===== config.mk =====
export PLATFORM = sky130hd
export DESIGN_NAME = wbr_chain_ctrl_flat
export DESIGN_NICKNAME = d
export VERILOG_FILES = /design/src/rtl/wbr_chain_ctrl_if.sv /design/src/rtl/wbr_chain_ctrl.sv /design/src/flat_wrapper.sv
export SDC_FILE = /design/constraint.sdc
export NUM_CORES = 1
export LEC_CHECK = 0
export CAP_MARGIN = 20
export CORE_ASPECT_RATIO = 0.9
export CORE_MARGIN = 3
export CORE_UTILIZATION = 45
export CTS_BUF_LIST = sky130_fd_sc_hd__clkbuf_8
export CTS_CLUSTER_SIZE = 8
export DETAILED_ROUTE_END_ITERATION = 8
export PLACE_DENSITY = 0.72
export REMOVE_ABC_BUFFERS = 1
export SYNTH_ARGS = -nofsm -noshare
export SYNTH_HDL_FRONTEND = slang
export SYNTH_SLANG_ARGS = --single-unit

===== constraint.sdc =====
create_clock -name clk -period 2.2 [get_ports clk]
set_input_delay 0.44 -clock clk [delete_from_list [all_inputs] [get_ports clk]]
set_output_delay 0.44 -clock clk [all_outputs]
set_load 0.05 [all_outputs]

===== src/rtl/wbr_chain_ctrl_if.sv =====
// wbr_chain_ctrl_if: command/response bundle between instruction decode and wbr_chain_ctrl.
// Latency: none, wires only. WBR_CHAIN_CTRL_PARITY_EN adds cmd_par and rsp_par.
// Backpressure: valid/ready on both the command and the response channel.
interface wbr_chain_ctrl_if #(
  parameter int LEN = 8
);
  logic           cmd_valid;
  logic           cmd_ready;
  logic [2:0]     cmd_op;
  logic [LEN-1:0] cmd_data;
  logic           rsp_valid;
  logic           rsp_ready;
  logic [LEN-1:0] rsp_data;
  logic           rsp_err;
`ifdef WBR_CHAIN_CTRL_PARITY_EN
  logic           cmd_par;
  logic           rsp_par;

  modport master (output cmd_valid, cmd_op, cmd_data, cmd_par, rsp_ready,
                  input  cmd_ready, rsp_valid, rsp_data, rsp_err, rsp_par);
  modport slave  (input  cmd_valid, cmd_op, cmd_data, cmd_par, rsp_ready,
                  output cmd_ready, rsp_valid, rsp_data, rsp_err, rsp_par);
`else
  modport master (output cmd_valid, cmd_op, cmd_data, rsp_ready,
                  input  cmd_ready, rsp_valid, rsp_data, rsp_err);
  modport slave  (input  cmd_valid, cmd_op, cmd_data, rsp_ready,
                  output cmd_ready, rsp_valid, rsp_data, rsp_err);
`endif
endinterface


===== src/rtl/wbr_chain_ctrl.sv =====
// wbr_chain_ctrl: sequences capture/shift/update/transfer on one WBR chain; WBR_CHAIN_CTRL_PARITY_EN adds parity.
// Latency to rsp_valid: 1 (NOP/SET_CFG/error), 2 (CAPTURE/UPDATE/TRANSFER), LEN+1 (SHIFT), LEN+3 (CSU).
// Backpressure: one command in flight; cmd_ready stays low until the held response is taken.
module wbr_chain_ctrl #(
  parameter int LEN = 8
) (
  input  logic            clk,
  input  logic            arst,
  wbr_chain_ctrl_if.slave bus,
  output logic            busy,
  output logic            wsi,
  input  logic            wso,
  output logic            shift,
  output logic            capture,
  output logic            transfer,
  output logic            update,
  output logic            mode,
  output logic            safe,
  output logic            io_face
);
  localparam int CW = $clog2(LEN + 1);

  localparam logic [2:0] OP_NOP     = 3'd0;
  localparam logic [2:0] OP_CAPTURE = 3'd1;
  localparam logic [2:0] OP_SHIFT   = 3'd2;
  localparam logic [2:0] OP_UPDATE  = 3'd3;
  localparam logic [2:0] OP_CSU     = 3'd4;
  localparam logic [2:0] OP_XFER    = 3'd5;
  localparam logic [2:0] OP_SET_CFG = 3'd6;

  typedef enum logic [2:0] {IDLE, CAPT, SHFT, UPD, XFER, RESP} state_t;

  state_t         state_q, state_d;
  logic [2:0]     op_q, op_d;
  logic [LEN-1:0] pat_q, pat_d;
  logic [LEN-1:0] rsp_data_q, rsp_data_d;
  logic [CW-1:0]  cnt_q, cnt_d;
  logic [2:0]     cfg_q, cfg_d;
  logic           rsp_err_q, rsp_err_d;
  logic           cmd_ready_q, rsp_valid_q;
  logic           accept, par_bad;

`ifdef WBR_CHAIN_CTRL_PARITY_EN
  logic rsp_par_q;
  assign par_bad     = bus.cmd_par != ^{bus.cmd_op, bus.cmd_data};
  assign bus.rsp_par = rsp_par_q;
`else
  assign par_bad = 1'b0;
`endif

  assign accept        = (state_q == IDLE) && cmd_ready_q && bus.cmd_valid;
  assign bus.cmd_ready = cmd_ready_q;
  assign bus.rsp_valid = rsp_valid_q;
  assign bus.rsp_data  = rsp_data_q;
  assign bus.rsp_err   = rsp_err_q;
  assign {io_face, safe, mode} = cfg_q;

  always_comb begin
    state_d    = state_q;
    op_d       = op_q;
    pat_d      = pat_q;
    cnt_d      = cnt_q;
    rsp_data_d = rsp_data_q;
    rsp_err_d  = rsp_err_q;
    cfg_d      = cfg_q;
    case (state_q)
      IDLE: begin
        if (accept) begin
          op_d      = bus.cmd_op;
          pat_d     = bus.cmd_data;
          rsp_err_d = 1'b0;
          state_d   = RESP;
          if (par_bad) begin
            rsp_err_d = 1'b1;
          end else begin
            case (bus.cmd_op)
              OP_NOP:             state_d = RESP;
              OP_CAPTURE, OP_CSU: state_d = CAPT;
              OP_SHIFT: begin
                state_d = SHFT;
                cnt_d   = '0;
              end
              OP_UPDATE:          state_d = UPD;
              OP_XFER:            state_d = XFER;
              OP_SET_CFG:         cfg_d   = bus.cmd_data[2:0];
              default:            rsp_err_d = 1'b1;
            endcase
          end
        end
      end
      CAPT: begin
        if (op_q == OP_CSU) begin
          state_d = SHFT;
          cnt_d   = '0;
        end else begin
          state_d = RESP;
        end
      end
      SHFT: begin
        // Tail bit enters at the MSB so the cycle-k sample ends up in bit k.
        rsp_data_d = (rsp_data_q >> 1) | (LEN'(wso) << (LEN - 1));
        pat_d      = pat_q >> 1;
        if (cnt_q == CW'(LEN - 1)) begin
          state_d = (op_q == OP_CSU) ? UPD : RESP;
        end else begin
          cnt_d = cnt_q + CW'(1);
        end
      end
      UPD, XFER: state_d = RESP;
      RESP: begin
        if (bus.rsp_ready) state_d = IDLE;
      end
      default: state_d = IDLE;
    endcase
  end

  // Outputs are registered decodes of the next state so every pin comes from a flop.
  always_ff @(posedge clk) begin
    if (!arst) begin
      state_q     <= IDLE;
      op_q        <= '0;
      pat_q       <= '0;
      cnt_q       <= '0;
      rsp_data_q  <= '0;
      rsp_err_q   <= 1'b0;
      cfg_q       <= '0;
      cmd_ready_q <= 1'b1;
      rsp_valid_q <= 1'b0;
      busy        <= 1'b0;
      wsi         <= 1'b0;
      shift       <= 1'b0;
      capture     <= 1'b0;
      transfer    <= 1'b0;
      update      <= 1'b0;
`ifdef WBR_CHAIN_CTRL_PARITY_EN
      rsp_par_q   <= 1'b0;
`endif
    end else begin
      state_q     <= state_d;
      op_q        <= op_d;
      pat_q       <= pat_d;
      cnt_q       <= cnt_d;
      rsp_data_q  <= rsp_data_d;
      rsp_err_q   <= rsp_err_d;
      cfg_q       <= cfg_d;
      cmd_ready_q <= (state_d == IDLE);
      rsp_valid_q <= (state_d == RESP);
      busy        <= (state_d != IDLE);
      wsi         <= (state_d == SHFT) && pat_d[0];
      shift       <= (state_d == SHFT);
      capture     <= (state_d == CAPT);
      transfer    <= (state_d == XFER);
      update      <= (state_d == UPD);
`ifdef WBR_CHAIN_CTRL_PARITY_EN
      rsp_par_q   <= ^rsp_data_d;
`endif
    end
  end
endmodule


===== src/flat_wrapper.sv =====
// flat-port wrapper written by rule: the top's interface ports become plain ports
module wbr_chain_ctrl_flat 
#(
  parameter int LEN = 8
)
  (clk, arst, busy, wsi, wso, shift, capture, transfer, update, mode, safe, io_face, bus_cmd_valid, bus_cmd_op, bus_cmd_data, bus_rsp_ready, bus_cmd_ready, bus_rsp_valid, bus_rsp_data, bus_rsp_err);
  wbr_chain_ctrl_if #(.LEN(LEN)) bus_i ();
  input  logic clk;
  input  logic arst;
  output logic busy;
  output logic wsi;
  input  logic wso;
  output logic shift;
  output logic capture;
  output logic transfer;
  output logic update;
  output logic mode;
  output logic safe;
  output logic io_face;
  input wire logic [$bits(bus_i.cmd_valid)-1:0] bus_cmd_valid;
  input wire logic [$bits(bus_i.cmd_op)-1:0] bus_cmd_op;
  input wire logic [$bits(bus_i.cmd_data)-1:0] bus_cmd_data;
  input wire logic [$bits(bus_i.rsp_ready)-1:0] bus_rsp_ready;
  output wire logic [$bits(bus_i.cmd_ready)-1:0] bus_cmd_ready;
  output wire logic [$bits(bus_i.rsp_valid)-1:0] bus_rsp_valid;
  output wire logic [$bits(bus_i.rsp_data)-1:0] bus_rsp_data;
  output wire logic [$bits(bus_i.rsp_err)-1:0] bus_rsp_err;
  assign bus_i.cmd_valid = bus_cmd_valid;
  assign bus_i.cmd_op = bus_cmd_op;
  assign bus_i.cmd_data = bus_cmd_data;
  assign bus_i.rsp_ready = bus_rsp_ready;
  assign bus_cmd_ready = bus_i.cmd_ready;
  assign bus_rsp_valid = bus_i.rsp_valid;
  assign bus_rsp_data = bus_i.rsp_data;
  assign bus_rsp_err = bus_i.rsp_err;
  wbr_chain_ctrl #(.LEN(LEN)) u_core (.clk(clk), .arst(arst), .bus(bus_i), .busy(busy), .wsi(wsi), .wso(wso), .shift(shift), .capture(capture), .transfer(transfer), .update(update), .mode(mode), .safe(safe), .io_face(io_face));
endmodule

After elaboration in Yosys (flattened, before gate mapping)
Cells that the tools add are included.

Output and inout bits: 20. Word-level logic and storage cells: 71. Input bits: 16. Register bits after elaboration: 38.

$add $sub $neg: 1. Bitwise operators: 1. Equality and inequality tests: 22. Reduce and logical (&&, ||, !) cells: 16. Mux-type cells: 15.

Operator list (count): == test 3 bit (second input constant) (8); == test 3 x 2 -> 1 bit (second input constant) (6); two-way mux 4 bit (4); case mux 8 bit (2 select lines) (1); two-way mux 3 bit (5); case mux 3 bit (5 select lines) (1); case mux 3 bit (4 select lines) (1); case mux 4 bit (3 select lines) (1); == test 3 x 1 -> 1 bit (second input constant) (3); zero test 3 bit (3); two-way mux 8 bit (1); OR 7 x 8 -> 8 bit (1); OR reduction 7 bit (1); nonzero test 3 bit (2); AND reduction 5 bit (1); adder 4 x 1 -> 4 bit (second input constant) (1); == test 4 x 3 -> 1 bit (second input constant) (1); != test 2 x 1 -> 1 bit (second input constant) (2); != test 2 bit (second input constant) (2); AND reduction 2 bit (2); OR reduction 2 bit (2); logical AND 1 bit (3); AND reduction 3 bit (1); nonzero test 2 bit (1); two-way mux 1 bit (1).

Longest topological paths before layout
Depth in word-level cells: 7. Mapped depth: 6. Mapped depth without buffers: 5.

Worst setup path after synthesis
Ideal clock, no wire load.

Path kind: register to register. From: register u_core.cmd_ready_q (netlist: u_core.bus.cmd_ready). To: register u_core.cmd_ready_q (netlist: u_core.bus.cmd_ready). Stages on the path, launching flop included: 5. Path slack: 334 ps. Period minus slack after synthesis: 1866 ps. Library setup time: 115 ps. Data required time: 2085 ps. Arrival time: 1750 ps. Path through: dfxtp_1 nand4bb_4 or2_1 o311a_4 a31o_1.

Word-level cells in the longest chain between the ends: 5.

RTL lines: from (decl) (line wbr_chain_ctrl.sv:40) `logic cmd_ready_q, rsp_valid_q;`; from (signal assigned) (line wbr_chain_ctrl.sv:146) `cmd_ready_q <= (state_d == IDLE);`; logical AND 1 bit (2 in series) (line wbr_chain_ctrl.sv:51) `assign accept = (state_q == IDLE) && cmd_ready_q && bus.cmd_valid;`; two-way mux 3 bit (line wbr_chain_ctrl.sv:68) `if (accept) begin`; case mux 3 bit (5 select lines) (line wbr_chain_ctrl.sv:66) `case (state_q)`; zero test 3 bit (line wbr_chain_ctrl.sv:146).

No other way between the ends. A chain may end at the register's enable or synchronous reset.

Worst setup path in the final report
From: register u_core.cmd_ready_q (netlist: u_core.bus.cmd_ready). To: output bus_cmd_ready.

RTL lines: to (decl) (line flat_wrapper.sv:24) `output wire logic [$bits(bus_i.cmd_ready)-1:0] bus_cmd_ready;`.

No word-level cell between the ends.

==> out/metrics.yaml <==
sta:
  slew_violations: 0
  worst_pin_slew_ps: 503
  finalCriticalPeriod_ps: 2030
  period_share_pct: 92.3
  hold_viol_final: 0
  rsz0062_at_grt: "false"
  final.setup_skew_ps: 4.39
  max_slew_margin_pct: 66.4
  setup_viol: 0
  max_freq_ghz: 0.492
  setup_tns_ps: 0
clocking:
  hold_buffers: 0
  cts.reportedPaths.clkPinSlew_ps: 70
  cts_tree: "yes"
  clkLatencyLatePin_ps: 280
  cts.sinks: 38
  cts_buffer_depth: 2
  cts-root-buf: "clkbuf_8"
  post_cts.repair.setup_buffers: 0
  cts_buffers: 5
  cts_htree_levels: 2
  cts_resized: 0
yosys:
  synth_warnings: 0
  ys_seq_elements: 38
  mappedNetlistArea_sq_um: 1710
  postSynthCellCount: 183
  yosysSeqAreaShare_pct: 44.5
  async_flop_share_pct: 0
  avgSynthCellArea_sq_um: 9.33
  yosys_most_used_dff: "dfxtp_1"
  synth-edff-count: 0
  synth_cell_type_count: 47
worst_setup_path:
  ff2ff_path_depth: 6
  critPathSlowestCell: "clkdlybuf4s50_1"
  arrival_ps: 1590
  path_buf_inv: 1
  worstPathMaxFanout: 5
  worstSetupStartpointType: "flip-flop"
  path_delay_family: "buffers and inverters"
  regToRegStartpoint: "u_core.cnt_q[0]"
  worstPathCellList: "clkdlybuf4s50_1"
  crit_required_ps: 1760
  critical_path_class: "flip-flop to output pin"
  critical_path_depth: 1
  endpoint_kind: "output pin"
  cpPeakStageDelay_ps: 850
  cp-startpoint: "u_core.bus.cmd_ready"
die:
  die_area_sq_um: 4570
  fp.dieW_um: 70.9
  coreArea_sq_um: 3500
  die_h_um: 64.4
  row_count: 20
  ios: 36
  initial_core_util_pct: 48.7
global_route:
  grt_pass1_wl_um: 6580
  antenna_found_initial: 0
  grt_max_degree: 27
  overflow: 0
  grt_usage_pct: 17.8
  grt_pass1_vias: 1450
placed_design:
  io_buffers: 35
  dp.cells: 262
  gp_congestion: 0.810
  dp_hpwl_um: 2760
power_and_ir_drop:
  p_per_area_nw_per_um2: 1180
  vdd_drop_max_mv: 1.03
  p_leak_nw: 0.796
layout:
  fin_cells: 270
  fillers: 297
  antenna_cells: 0
  fin_nets: 242
  multiInputGateArea_sq_um: 863
  area_delta_synth_final_pct: 30.9
  ff_latch_area_sq_um: 761
  final_layout_size_suffix_gt1_share_pct: 15.0
routing:
  drt_first_pass_iters: 4
  wire_per_inst_um: 14.0
  drtIter0Drc: 55
  routed_wl_um: 3780
  vias: 1459
  drc: 0
  viasPerCell: 5.40
  final_antenna_net_count: 0
flow_run:
  drv_cap: 0
run_status:
  status: "completed"
worst_hold_path:
  hold_path.class: "flip-flop to flip-flop"
  min-delay-start: "u_core.bus.rsp_err"
  whs_path_depth: 2
[placed cells by master, fill, tap and decap left out, types with 2 or more instances in the layout]
| cell type | n |
|---|---|
| clkinv_2 | 2 |
| o221ai_1 | 6 |
| nor2_1 | 24 |
| nand2b_1 | 2 |
| clkbuf_8 | 5 |
| nand3_1 | 2 |
| nand2_1 | 29 |
| xor2_1 | 2 |
| clkdlybuf4s50_1 | 35 |
| nand3b_1 | 4 |
| mux2i_1 | 4 |
| nor3_2 | 3 |
| buf_4 | 12 |
| or3b_1 | 2 |
| nor3b_1 | 6 |
| a21oi_1 | 18 |
| dfxtp_1 | 38 |
| o211ai_1 | 2 |
[final timing paths]
check,to,slack (ps)
hold reg to reg,u_core.bus.rsp_err,460
hold / removal,u_core.bus.rsp_err,460
setup / recovery,bus_cmd_ready,170
setup reg to reg,u_core.cnt_q[2],430
[sequential cells by signal, summed over array words and instances, names as in the netlist, 3 cells and up]
signal and cells:
u_core.bus.rsp_data 8, u_core.pat_q 8, u_core.cnt_q 4, u_core.cfg_q 3
u_core.op_q 3, u_core.state_q 3
[Yosys cell counts (2+ instances only)]
cell type | count | share of area, %
dfxtp_1 | 38 | 45
nor3_2 | 3 | 1.8
nand3b_1 | 4 | 1.8
nand2b_1 | 2 | 0.73
nand2_1 | 29 | 6.4
a21oi_1 | 18 | 5.3
or3b_1 | 2 | 1.0
o221ai_1 | 6 | 3.1
nor3b_1 | 6 | 2.6
clkbuf_1 | 4 | 0.88
nor2_1 | 24 | 5.3
buf_2 | 4 | 1.2
buf_6 | 3 | 2.0
o211ai_1 | 2 | 0.88
mux2i_1 | 4 | 2.3
xor2_1 | 2 | 1.0
nand3_1 | 2 | 0.59
[layer usage]
layer  global-route usage (%)  vias to the layer above  share of wire, %
li1                         -                      732                 -
met1                     21.2                      673                45
met2                     29.6                       44                47
met3                     5.74                       10               6.0
met4                     7.28                        0               1.7
met5                        0                        -                 0
[stage by stage]
stage | instance area (sq um) | util (%) | total power (W) | setup slack (ps) | hold slack, ps
after floorplan | 1630 | - | 0.00170 | 129 | 431
final | 2240 | 63.8 | 0.00264 | 169 | 464
after detailed placement | 2130 | 60.7 | 0.00208 | 33.2 | 452
after CTS | 2240 | 63.8 | 0.00266 | 156 | 463
after global routing | 2240 | 63.8 | 0.00280 | 124 | 478
after global placement | 2130 | 60.7 | 0.00205 | 61.9 | 438
[cell families after synthesis]
family                     Yosys count  synth area share [%]
AOI/OAI and AO/OA                   39                  16.9
xor gates and xnor gates             2                  1.03
adders and majority gates            1                 0.732
buffers and inverters               14                  4.91
DFF                                 38                  44.5
muxes                                4                  2.34
and+or+nand+nor                     85                  29.5
[final cells by class]
cell class                 count  area share [%]
timing repair buffer          47            19.7
clock buffer                   5            3.08
tap                           44            2.46
clock inverter                 3            1.79
sequential                    38            34.0
inverter                       2           0.336
multi-input combinational    131            38.6
[power by group]
| group | internal (W) | switching (W) |
|---|---|---|
| Sequential | 0.000834 | 0.000133 |
| Combinational | 0.000488 | 0.000615 |
| Clock | 0.000333 | 0.000231 |
| Total | 0.00166 | 0.000979 |
No activity file was read; power rests on OpenSTA's default activity.
